===== config.mk =====
export PLATFORM = sky130hd
export DESIGN_NAME = cpu_ctrl_fsm_flat
export DESIGN_NICKNAME = d
export VERILOG_FILES = /design/src/rtl/cpu_ctrl_fsm_pkg.sv /design/src/rtl/cpu_ctrl_fsm_if.sv /design/src/rtl/cpu_ctrl_fsm_decode.sv /design/src/rtl/cpu_ctrl_fsm.sv /design/src/flat_wrapper.sv
export SDC_FILE = /design/constraint.sdc
export NUM_CORES = 1
export LEC_CHECK = 0
export ABC_AREA = 1
export BUFFER_PORTS_ARGS = -buffer_cell sky130_fd_sc_hd__buf_2
export CORE_UTILIZATION = 48
export DETAILED_ROUTE_END_ITERATION = 12
export GPL_ROUTABILITY_DRIVEN = 0
export PLACE_DENSITY = 0.71
export REMOVE_ABC_BUFFERS = 1
export SETUP_SLACK_MARGIN = 0.1
export SYNTH_ARGS = -nofsm -noshare
export SYNTH_HDL_FRONTEND = slang
export SYNTH_SLANG_ARGS = --single-unit

===== constraint.sdc =====
create_clock -name sys_clk -period 2.1 [get_ports sys_clk]
set_input_delay 0.315 -clock sys_clk [delete_from_list [all_inputs] [get_ports sys_clk]]
set_output_delay 0.315 -clock sys_clk [all_outputs]
set_load 0.005 [all_outputs]

===== src/rtl/cpu_ctrl_fsm_pkg.sv =====
// Shared definitions for the risc_cpu instruction sequencer.
package cpu_pkg;

  localparam int unsigned INSTR_CYCLES = 8;

  localparam logic [2:0] OP_HLT = 3'd0;
  localparam logic [2:0] OP_SKZ = 3'd1;
  localparam logic [2:0] OP_ADD = 3'd2;
  localparam logic [2:0] OP_AND = 3'd3;
  localparam logic [2:0] OP_XOR = 3'd4;
  localparam logic [2:0] OP_LDA = 3'd5;
  localparam logic [2:0] OP_STO = 3'd6;
  localparam logic [2:0] OP_JMP = 3'd7;

  typedef enum logic [2:0] {
    S0 = 3'd0,
    S1 = 3'd1,
    S2 = 3'd2,
    S3 = 3'd3,
    S4 = 3'd4,
    S5 = 3'd5,
    S6 = 3'd6,
    S7 = 3'd7
  } state_t;

  typedef struct packed {
    logic fetch;
    logic alu_ena;
    logic rd;
    logic wr;
    logic load_ir;
    logic inc_pc;
    logic load_pc;
    logic load_acc;
    logic datactl_ena;
    logic halt;
  } strobes_t;

  // Opcodes whose execute phase reads an operand into the accumulator.
  function automatic logic is_acc_op(input logic [2:0] op);
    return (op == OP_ADD) || (op == OP_AND) || (op == OP_XOR) || (op == OP_LDA);
  endfunction

endpackage


===== src/rtl/cpu_ctrl_fsm_if.sv =====
// Sequencer-to-datapath signal bundle.
interface cpu_ctrl_fsm_if #(
  parameter int unsigned OPW = 3
);
  logic           ena;
  logic [OPW-1:0] opcode;
  logic           zero;
  logic           fetch;
  logic           alu_ena;
  logic           rd;
  logic           wr;
  logic           load_ir;
  logic           inc_pc;
  logic           load_pc;
  logic           load_acc;
  logic           datactl_ena;
  logic           halt;

  modport master (
    input  ena, opcode, zero,
    output fetch, alu_ena, rd, wr, load_ir, inc_pc, load_pc, load_acc,
           datactl_ena, halt
  );

  modport slave (
    output ena, opcode, zero,
    input  fetch, alu_ena, rd, wr, load_ir, inc_pc, load_pc, load_acc,
           datactl_ena, halt
  );
endinterface


===== src/rtl/cpu_ctrl_fsm_decode.sv =====
// Combinational strobe decode from the state being entered.
module cpu_ctrl_decode
  import cpu_pkg::*;
(
  input  state_t     i_state,
  input  logic [2:0] i_op,
  input  logic       i_skip,
  input  logic       i_frozen,
  output strobes_t   o_strb
);

  // Strobe table indexed by the state the FSM is about to occupy.
  always_comb begin
    o_strb       = '0;
    o_strb.fetch = (i_state == S0) || (i_state == S1) ||
                   (i_state == S2) || (i_state == S3);
    case (i_state)
      S0, S1: begin
        o_strb.rd      = 1'b1;
        o_strb.load_ir = 1'b1;
        o_strb.inc_pc  = 1'b1;
      end
      S3: begin
        // While parked on HLT only the halt level remains; alu_ena pulses once.
        o_strb.alu_ena = !i_frozen;
        o_strb.halt    = (i_op == OP_HLT);
      end
      S4: begin
        o_strb.rd          = is_acc_op(i_op);
        o_strb.datactl_ena = (i_op == OP_STO);
        o_strb.load_pc     = (i_op == OP_JMP);
      end
      S5: begin
        o_strb.rd          = is_acc_op(i_op);
        o_strb.load_acc    = is_acc_op(i_op);
        o_strb.datactl_ena = (i_op == OP_STO);
        o_strb.wr          = (i_op == OP_STO);
        o_strb.inc_pc      = (i_op == OP_SKZ) && i_skip;
      end
      S6: begin
        o_strb.datactl_ena = (i_op == OP_STO);
        o_strb.inc_pc      = (i_op == OP_SKZ) && i_skip;
      end
      default: ;
    endcase
  end

endmodule


===== src/rtl/cpu_ctrl_fsm.sv =====
// Eight-state fetch/execute sequencer for risc_cpu with registered strobes.
module cpu_ctrl_fsm
  import cpu_pkg::*;
#(
  parameter int unsigned OPW         = 3,
  parameter int unsigned HALT_STICKY = 1
) (
  input logic              sys_clk,
  input logic              rst_n,
  cpu_ctrl_fsm_if.master   bus
);

  state_t         r_state;
  logic [OPW-1:0] r_op;
  logic           r_skip;
  strobes_t       r_strb;

  state_t         w_next;
  logic [OPW-1:0] w_op_next;
  logic           w_skip_next;
  logic           w_freeze;
  logic           w_park;
  strobes_t       w_dec;

  // Next state, plus look-ahead opcode/skip so the registered strobes line up
  // with the state they belong to (decode sees the values the regs will hold).
  always_comb begin
    w_freeze = (r_state == S3) && (r_op == OP_HLT) && ((HALT_STICKY != 0) || bus.ena);
    w_park   = !bus.ena && !w_freeze;

    if (w_freeze)      w_next = S3;
    else if (!bus.ena) w_next = S0;
    else               w_next = state_t'(r_state + 3'd1);

    w_op_next = ((r_state == S2) && bus.ena) ? bus.opcode : r_op;

    if ((r_state == S4) && (w_next == S5) && (r_op == OP_SKZ))
      w_skip_next = bus.zero;
    else if ((w_next == S7) || (w_next == S0))
      w_skip_next = 1'b0;
    else
      w_skip_next = r_skip;
  end

  cpu_ctrl_decode u_decode (
    .i_state  (w_next),
    .i_op     (w_op_next),
    .i_skip   (w_skip_next),
    .i_frozen (w_freeze),
    .o_strb   (w_dec)
  );

  // State, opcode latch, skip flag and output strobe registers.
  always_ff @(posedge sys_clk or negedge rst_n) begin
    if (!rst_n) begin
      r_state <= S0;
      r_op    <= '0;
      r_skip  <= 1'b0;
      r_strb  <= '0;
    end else begin
      r_state <= w_next;
      r_op    <= w_op_next;
      r_skip  <= w_skip_next;
      r_strb  <= w_park ? '0 : w_dec;
    end
  end

  assign bus.fetch       = r_strb.fetch;
  assign bus.alu_ena     = r_strb.alu_ena;
  assign bus.rd          = r_strb.rd;
  assign bus.wr          = r_strb.wr;
  assign bus.load_ir     = r_strb.load_ir;
  assign bus.inc_pc      = r_strb.inc_pc;
  assign bus.load_pc     = r_strb.load_pc;
  assign bus.load_acc    = r_strb.load_acc;
  assign bus.datactl_ena = r_strb.datactl_ena;
  assign bus.halt        = r_strb.halt;

  a_rd_wr_excl : assert property (@(posedge sys_clk) disable iff (!rst_n)
    !(r_strb.rd && r_strb.wr));
  a_pc_excl : assert property (@(posedge sys_clk) disable iff (!rst_n)
    !(r_strb.load_pc && r_strb.inc_pc));

endmodule


===== src/flat_wrapper.sv =====
// flat-port wrapper written by rule: the top's interface ports become plain ports
module cpu_ctrl_fsm_flat import cpu_pkg::*;
#(
  parameter int unsigned OPW         = 3,
  parameter int unsigned HALT_STICKY = 1
)
  (sys_clk, rst_n, bus_ena, bus_opcode, bus_zero, bus_fetch, bus_alu_ena, bus_rd, bus_wr, bus_load_ir, bus_inc_pc, bus_load_pc, bus_load_acc, bus_datactl_ena, bus_halt);
  cpu_ctrl_fsm_if #(.OPW(OPW)) bus_i ();
  input logic sys_clk;
  input logic rst_n;
  input wire logic [$bits(bus_i.ena)-1:0] bus_ena;
  input wire logic [$bits(bus_i.opcode)-1:0] bus_opcode;
  input wire logic [$bits(bus_i.zero)-1:0] bus_zero;
  output wire logic [$bits(bus_i.fetch)-1:0] bus_fetch;
  output wire logic [$bits(bus_i.alu_ena)-1:0] bus_alu_ena;
  output wire logic [$bits(bus_i.rd)-1:0] bus_rd;
  output wire logic [$bits(bus_i.wr)-1:0] bus_wr;
  output wire logic [$bits(bus_i.load_ir)-1:0] bus_load_ir;
  output wire logic [$bits(bus_i.inc_pc)-1:0] bus_inc_pc;
  output wire logic [$bits(bus_i.load_pc)-1:0] bus_load_pc;
  output wire logic [$bits(bus_i.load_acc)-1:0] bus_load_acc;
  output wire logic [$bits(bus_i.datactl_ena)-1:0] bus_datactl_ena;
  output wire logic [$bits(bus_i.halt)-1:0] bus_halt;
  assign bus_i.ena = bus_ena;
  assign bus_i.opcode = bus_opcode;
  assign bus_i.zero = bus_zero;
  assign bus_fetch = bus_i.fetch;
  assign bus_alu_ena = bus_i.alu_ena;
  assign bus_rd = bus_i.rd;
  assign bus_wr = bus_i.wr;
  assign bus_load_ir = bus_i.load_ir;
  assign bus_inc_pc = bus_i.inc_pc;
  assign bus_load_pc = bus_i.load_pc;
  assign bus_load_acc = bus_i.load_acc;
  assign bus_datactl_ena = bus_i.datactl_ena;
  assign bus_halt = bus_i.halt;
  cpu_ctrl_fsm #(.OPW(OPW), .HALT_STICKY(HALT_STICKY)) u_core (.sys_clk(sys_clk), .rst_n(rst_n), .bus(bus_i));
endmodule

* Word-level counts from Yosys, hierarchy flattened
Index checks and enable logic that the tools add are counted.
Storage, ports and cells: logic and storage cells 69, bits in registers 17, input bits 7
Operators by class: reduce and logical (&&, ||, !) cells 22, add/subtract/negate cells 1, multiplexer cells 15, eq/ne operators 18
Operators with widths (count):
- $eq 3x3->1 const B | 9
- $eq 3x2->1 const B | 6
- $mux 10 | 1
- $eq 3x1->1 const B | 3
- $logic_not 3->1 | 3
- $mux 1 | 9
- $mux 3 | 3
- $logic_or 1x1->1 | 7
- $logic_and 1x1->1 | 6
- $reduce_or 2->1 | 3
- $pmux 1 s2 | 2
- $add 3x1->3 const B | 1
- $reduce_or 3->1 | 1
- $logic_not 1->1 | 2

* Longest topological paths before layout
Gate-level depths: netlist of run 1.
depth after elaboration 10, mapped depth 11, depth with buffers taken out 11

* By module
Synthesis of run 1 repeated with hierarchy kept, for this count alone.
Second synthesis, totals: cell total of the unflattened synthesis 101, area total of the unflattened synthesis 849.6 um^2
Modules (own cells, without submodules):
- cpu_ctrl_fsm | cells each 75, instances 1, seq. area each 425.4 um^2, area each 735.7 um^2
- cpu_ctrl_decode | cells each 26, instances 1, seq. area each 0.0 um^2, area each 113.9 um^2

* Worst setup path before layout of run 1
Ideal clock, no wire load.
kind reg2reg, from register u_core.r_state[0], to register u_core.r_skip, arrival 1.458 ns, stages on the path, launching flop included 8, path slack 0.523 ns, path buffers 0, data required time 1.981 ns, library setup time 0.119 ns, cells stage by stage dfrtp_1 ha_1 ha_1 nor2_8 nand2_2 clkinv_2 nand4_1 and2_1
Between the ends: longest elaborated chain between the ends 7, elaborated cells between the ends (all ways) 14
RTL lines:
- start, declared | RTL line cpu_ctrl_fsm.sv:13 | state_t r_state;
- start signal, assigned | RTL line cpu_ctrl_fsm.sv:61 | r_state <= w_next;
- $add 3x1->3 / $eq 3x2->1 (equally long branches) | RTL line cpu_ctrl_fsm.sv:33, cpu_ctrl_fsm.sv:28
- $mux 3 / $logic_and 1x1->1 (equally long branches) | RTL line cpu_ctrl_fsm.sv:32, cpu_ctrl_fsm.sv:28
- $mux 3 (*) | RTL line cpu_ctrl_fsm.sv:31 | if (w_freeze) w_next = S3;
- via u_core.u_decode.i_state[2] | RTL line cpu_ctrl_fsm_decode.sv:5 | input state_t i_state,
- $eq 3x3->1 (tied with other cells) | RTL line cpu_ctrl_fsm.sv:39 | else if ((w_next == S7) || (w_next == S0))
- $logic_or 1x1->1 / $logic_and 1x1->1 (equally long branches) | RTL line cpu_ctrl_fsm.sv:39, cpu_ctrl_fsm.sv:37
- $mux 1 / $logic_and 1x1->1 (equally long branches) | RTL line cpu_ctrl_fsm.sv:39, cpu_ctrl_fsm.sv:37
- $mux 1 (*) | RTL line cpu_ctrl_fsm.sv:37 | if ((r_state == S4) && (w_next == S5) && (r_op == OP_SKZ))
- via u_core.u_decode.i_skip | RTL line cpu_ctrl_fsm_decode.sv:7 | input logic i_skip,
- end signal, assigned | RTL line cpu_ctrl_fsm.sv:63 | r_skip <= w_skip_next;
- end, declared | RTL line cpu_ctrl_fsm.sv:15 | logic r_skip;
The timed path passes the listed nets; every way through them passes the cells marked *.

* Worst setup path in the final report of run 1
Same ends and word-level chain as after synthesis.

==> impl_metrics.yaml, run 1 <==
setup_path:
  crit_required_ns: 2.28
  critPathSlowestCell: "dfrtp_1"
  crit_family: "adder cells"
  cp-start-kind: "flop"
  critPathKind: "flop to flop"
  worst_setup_path_end_kind: "flop"
  cp_max_fo: 6
  r2r_setup_slack_ns: 0.39
  path_common_cell: "ha_1"
  startpoint: "u_core.r_state[0]"
  cp.arrival_ns: 1.89
  critPathBufInv: 1
  reg2reg_from: "u_core.r_state[0]"
  crit_chain: "ha_1 > ha_1 > nor2_8 > nand2_2 > clkinv_2 > nand4_1 > and2_1"
  crit_path_max_incr_delay_ns: 0.41
synthesis:
  yosysTopAreaCellShare: 0.475
  synth_common_cells: "17 x dfrtp_1, 17 x nand2_1, 16 x inv_1"
  ys.flop_type: "dfrtp_1"
  async_flop_share: 1.00
  yosysWarnings: 0
  syn_avg_cell_area_um2: 9.05
  ys_ff_latch: 17
  syn_area_um2: 896
  yosysSeqAreaShare: 0.475
  synth_edf_count: 0
  synthDistinctLibCells: 22
  synth.area.top_cells: "dfrtp_1 47%, nand2_1 7.1%, inv_1 6.7%"
  synthCells: 99
  synth_top_area_cell: "dfrtp_1"
floorplanning:
  core_um2: 1750
  chipHeight_um: 45.2
  rows: 15
  die_x_um: 45.2
  start_util: 0.513
  io_pins: 17
  die-area_um2: 2040
global_routing:
  grt_max_degree: 18
  grt_remaining_overflow: 0
  grt.total_usage: 0.179
  antenna_found_initial: 0
  grt_pass1_vias: 589
  grt_pass1_wl_mm: 2.55
place:
  dpl.hpwl_mm: 1.28
  io_buffers: 16
  numPlacedInstances: 140
cts:
  h-tree-depth: 1
  cts_inserted_buffers: 3
  cts-resized-gates: 0
  cts_sinks: 17
  clockRootBuffer: "clkbuf_4"
  post_cts_buffers: 0
  holdBufCountCts: 1
  cts_tree: "yes"
  max-clock-path-buffers: 2
  clock_latency_ns: 0.28
  clk_pin_slew_ns: 0.10
detailed_routing:
  vias: 668
  route.final.wire_length_mm: 1.60
  post-route-drc-count: 0
  routed_via_density: 4.61
  dr.pass1.iters: 4
  wl_per_cell_um: 11.0
  drt_iter0_drc: 6
  drt.antenna.violating_nets: 0
timing:
  post-route-min-period_ns: 1.71
  hold_viol: 0
  drv_slew: 0
  slew_headroom: 0.753
  setup_viol: 0
  worst_pin_slew_ns: 0.371
  fin_setup_tns_ns: 0
  fin_crit_sh: 0.814
  clock.fmax_mhz: 585
  worst_clock_skew_ns: 0.00272
  rsz0062_at_grt: "no"
job:
  drv_cap: 0
status:
  status: "completed"
power_and_ir_drop:
  leakage_nw: 0.593
  ir_drop_mv: 0.493
  power_density_nw_per_um2: 789
cells_and_area:
  stdcell_count: 145
  largestRegisters: "u_core.r_op: 3 flops, u_core.r_state: 3 flops"
  diodes: 0
  syn2layout_area_growth_pct: 16.6
  fin_nets: 132
  drive_gt1_frac: 0.350
worst_hold_path:
  hp-start: "bus_opcode[0]"
  hp-class: "input pin to flop"
layout by cell type (no fill, tap or decap):
master / instances
nand2_2: 8
o21ai_2: 1
inv_2: 3
nor4_2: 2
nand3_2: 1
nand3_4: 1
dlygate4sd3_1: 1
nor2_8: 1
ha_1: 4
buf_2: 16
nand2_1: 17
nand3_1: 7
a21oi_1: 2
nor2_4: 1
nor2_1: 6
nor3_1: 1
and2_1: 1
nand4_1: 4
inv_1: 16
o21ai_0: 2
clkbuf_4: 3
nand2_4: 1
nor2_2: 2
clkinv_2: 2
dfrtp_1: 17
final timing paths:
kind | cells past startpoint | endpoint
worst min-delay path | 3 | u_core.r_op[0]
worst min register to register | 4 | u_core.bus.inc_pc
worst max register to register | 7 | u_core.r_skip
worst max-delay path | 7 | u_core.r_skip
max in group asynchronous | 2 | u_core.r_op[1]
min in group asynchronous | 2 | u_core.bus.fetch
kinds of logic (layout without fill, tap and decap cells):
kind of cell / Yosys count / count (layout) / synth area share
AND/OR/NAND/NOR: 53 / 53 / 0.352
buffers and inverters: 20 / 41 / 0.0852
flip-flops: 17 / 17 / 0.475
AO/OA/AOI/OAI: 5 / 5 / 0.0321
adder cells (fa/ha/maj): 4 / 4 / 0.0559
stage by stage:
stage / area [µm²] / hold slack (ns) / total power, mW / setup WS (ns) / util
6_report: 1040 / 0.312 / 0.825 / 0.390 / 0.599
2_1_floorplan: 896 / 0.0194 / 0.590 / 0.523 / -
3_3_place_gp: 1010 / 0.247 / 0.655 / 0.462 / 0.577
5_1_grt: 1040 / 0.310 / 0.882 / 0.274 / 0.599
3_5_place_dp: 1010 / 0.253 / 0.659 / 0.403 / 0.577
4_1_cts: 1040 / 0.307 / 0.832 / 0.388 / 0.599
worst register-to-register path: stages (launching register included):
cell and delay (ns):
dfrtp_1 0.41, ha_1 0.20, ha_1 0.36, nor2_8 0.18, nand2_2 0.08, clkinv_2 0.08
nand4_1 0.10, and2_1 0.19
power breakdown:
part           total [mW]  switching [mW]  leakage (nW)  internal, mW
registers           0.401          0.0299         0.220         0.371
clock network       0.170          0.0997        0.0177        0.0706
logic               0.254           0.171         0.355        0.0831
total               0.825           0.300         0.593         0.524
final cells by class:
type	instances	area [µm²]
Sequential cell	17	425
Clock buffer	3	22.5
Multi-Input combinational cell	62	394
Inverter	20	76.3
Tap cell	25	31.3
Clock inverter	1	5.00
Timing Repair Buffer	17	90.1
Fill cell	169	701
routing by layer:
layer  share of wire  vias to the layer above  wire, µm  track usage
met2            0.50                       11       800        0.296
li1                -                      349         -            -
met4          0.0075                        0        12       0.0727
met3           0.023                        2        37       0.0240
met1            0.47                      306       746        0.235
met5               0                        -         0            0
No activity file was read; power rests on OpenSTA's default activity.
==> run 2: changes to the inputs <==
--- a/config.mk
+++ b/config.mk
@@ -5,12 +5,12 @@
 export SDC_FILE = /design/constraint.sdc
 export NUM_CORES = 1
 export LEC_CHECK = 0
-export ABC_AREA = 1
+export ABC_AREA = 0
 export BUFFER_PORTS_ARGS = -buffer_cell sky130_fd_sc_hd__buf_2
-export CORE_UTILIZATION = 48
+export CORE_UTILIZATION = 47
 export DETAILED_ROUTE_END_ITERATION = 12
 export GPL_ROUTABILITY_DRIVEN = 0
-export PLACE_DENSITY = 0.71
+export PLACE_DENSITY = 0.72
 export REMOVE_ABC_BUFFERS = 1
 export SETUP_SLACK_MARGIN = 0.1
 export SYNTH_ARGS = -nofsm -noshare
==> constraint.sdc (replaced) <==
create_clock -name sys_clk -period 1.4 [get_ports sys_clk]
set_input_delay 0.21 -clock sys_clk [delete_from_list [all_inputs] [get_ports sys_clk]]
set_output_delay 0.21 -clock sys_clk [all_outputs]
set_load 0.005 [all_outputs]
==> run 2 against run 1 <==
Net effect: the run now ends with setup timing left; clock power is 49% higher; area after synthesis shrank 2.2%; combinational power grew to 5.2 times the previous value; global-route usage is 6.4 points higher; critical path depth shrank 1; via count is 19% higher; largest power group is now combinational cells; first-iteration DRC count grew to 2.7 times the previous value; clock-buffer cell count is the same; sequential share of layout area down 10 points; critical endpoint is now u_core.bus.load_pc; total power grew to 2.7 times the previous value; worst setup slack worse by 0.82 ns; die area fell by 0.13%.
==> impl_metrics.yaml, run 2 <==
status:
  status: "finished, violations left"
  violations: "setup timing"
timing:
  drv_slew: 0
  fin_crit_sh: 1.31
  clock.fmax_mhz: 546
  post-route-min-period_ns: 1.83
  setup_viol: 16
  hold_viol: 0
  worst_pin_slew_ns: 0.368
  rsz0062_at_grt: "yes"
  worst_slack_ns: -0.433
  slew_headroom: 0.755
  worst_clock_skew_ns: 0.00897
power_and_ir_drop:
  power_density_nw_per_um2: 1580
  leakage_nw: 0.710
  ir_drop_mv: 1.10
  total_power_mw: 2.23
floorplanning:
  start_util: 0.502
  chipHeight_um: 45.2
  die_x_um: 45.2
  core_um2: 1750
  die-area_um2: 2040
  rows: 15
  io_pins: 17
global_routing:
  grt_max_degree: 18
  grt_remaining_overflow: 0
  grt_pass1_wl_mm: 3.41
  grt_pass1_vias: 735
  antenna_found_initial: 0
  grt.total_usage: 0.243
detailed_routing:
  drt_iter0_drc: 16
  routed_via_density: 5.12
  dr.pass1.iters: 4
  vias: 793
  post-route-drc-count: 0
  wl_per_cell_um: 15.7
  route.final.wire_length_mm: 2.43
  drt.antenna.violating_nets: 0
synthesis:
  yosysSeqAreaShare: 0.486
  synth.area.top_cells: "dfrtp_1 49%, ha_1 5.7%, nand2_1 4.3%"
  yosysTopAreaCellShare: 0.486
  yosysWarnings: 0
  yosysMostFrequentCell: "dfrtp_1"
  ys_ff_latch: 17
  syn_area_um2: 876
  synth_common_cells: "17 x dfrtp_1, 10 x nand2_1, 7 x nor2_1"
  synth_top_area_cell: "dfrtp_1"
  ys.flop_type: "dfrtp_1"
  async_flop_share: 1.00
  synthCells: 81
  synthDistinctLibCells: 32
  syn_avg_cell_area_um2: 10.8
  synth_edf_count: 0
setup_path:
  reg2reg_from: "u_core.r_state[0]"
  startpoint: "u_core.r_state[0]"
  cp_max_fo: 3
  endpoint: "u_core.bus.load_pc"
  crit_required_ns: 1.60
  r2r_setup_slack_ns: -0.43
  cp.arrival_ns: 2.03
  reg2reg_to: "u_core.bus.load_pc"
  cp-start-kind: "flop"
  worst_setup_path_end_kind: "flop"
  critPathKind: "flop to flop"
  reg2reg_depth: 6
worst_hold_path:
  hp-class: "input pin to flop"
  hp-start: "bus_opcode[1]"
cells_and_area:
  fin_nets: 142
  final_common_cell: "buf_4"
  largestRegisters: "u_core.r_op: 3 flops, u_core.r_state: 3 flops"
  drive_gt1_frac: 0.623
  final_core_util: 0.807
  syn2layout_area_growth_pct: 60.9
  diodes: 0
  fillers: 108
  final_cell_area_um2: 1410
  final_cell_mix: "20 x buf_4, 16 x buf_2, 16 x dfrtp_1, 10 x buf_6, 8 x nand2_1"
place:
  io_buffers: 16
  placed_area_um2: 1160
  dpl.hpwl_mm: 1.51
cts:
  clock_latency_ns: 0.29
  cts_sinks: 17
  cts_inserted_buffers: 3
  clk_pin_slew_ns: 0.08
  clockRootBuffer: "clkbuf_4"
  cts_tree: "yes"
  max-clock-path-buffers: 2
  h-tree-depth: 1
job:
  drv_cap: 0
## run 2: changes by cell type after synthesis, sizes merged, moves of 3 or more
cell	delta
nor2	-3
nand3	-8
nor2b	+3
and3	+4
inv	-14
nand3b	+3
nand2	-16
## run 2: cells by family (layout without fill, tap and decap cells)
group / count (synthesis) / after routing / synth area share
AO/OA/AOI/OAI: 7 / 7 / 0.0557
buffers and inverters: 7 / 56 / 0.0400
adder cells (fa/ha/maj): 4 / 4 / 0.0571
flip-flops: 17 / 17 / 0.486
AND/OR/NAND/NOR: 40 / 40 / 0.290
multiplexers: 3 / 3 / 0.0414
XOR/XNOR: 3 / 3 / 0.0300
## run 2: worst max-delay path, cell delays in order (launching register included)
cell	delay [ns]
dfrtp_2	0.44
ha_4	0.18
ha_4	0.16
or4b_4	0.21
nand3b_1	0.11
or3b_4	0.43
nor4b_4	0.21
## run 2: power by group
part	total, mW	leakage [nW]	internal (mW)	switching, mW
Clock	0.254	0.0177	0.106	0.147
Sequential	0.666	0.222	0.608	0.0588
Combinational	1.31	0.471	0.684	0.625
Total	2.23	0.710	1.40	0.831
## run 2: worst min-delay path by stage
stage,cells past startpoint,endpoint,slack [ns]
after floorplan,0,u_core.bus.alu_ena,-0.09
after global placement,1,u_core.bus.load_ir,0.14
after detailed placement,1,u_core.bus.load_ir,0.14
after CTS,2,u_core.r_op[1],0.23
after global routing,4,u_core.bus.datactl_ena,0.23
final,2,u_core.r_op[1],0.24
## run 2: layer usage
layer / track usage / wire (µm) / up-vias
met4: 0.0485 / 44 / 0
li1: - / - / 378
met1: 0.285 / 1060 / 380
met3: 0.0720 / 100 / 8
met5: 0 / 0 / -
met2: 0.435 / 1220 / 27
## run 2: repair_timing
action / 4_1_cts / 5_1_grt
pin swaps: 12 / 10
hold buffers: 1 / 0
resized for setup: 25 / 18
endpoints found under the hold margin: 17 / 0
setup endpoints to repair: 17 / 17
buffers inserted: 3 / 3
## run 2: final cells by class
| type | instances | area (µm²) | area share |
|---|---|---|---|
| Clock buffer | 3 | 22.5 | 0.0160 |
| Clock inverter | 1 | 5.00 | 0.00355 |
| Inverter | 5 | 18.8 | 0.0133 |
| Multi-Input combinational cell | 57 | 552 | 0.392 |
| Sequential cell | 17 | 427 | 0.303 |
| Tap cell | 25 | 31.3 | 0.0222 |
| Timing Repair Buffer | 47 | 353 | 0.250 |
## run 2: stage by stage
stage | hold slack (ns) | setup WS [ns] | cells | setup TNS [ns]
6_report | 0.241 | -0.433 | 155 | -2.96
5_1_grt | 0.232 | -0.485 | 155 | -3.86
4_1_cts | 0.229 | -0.436 | 152 | -2.41
3_5_place_dp | 0.144 | -0.457 | 145 | -3.28
3_3_place_gp | 0.136 | -0.349 | 145 | -2.62
2_1_floorplan | -0.0856 | -0.499 | 79 | -2.00
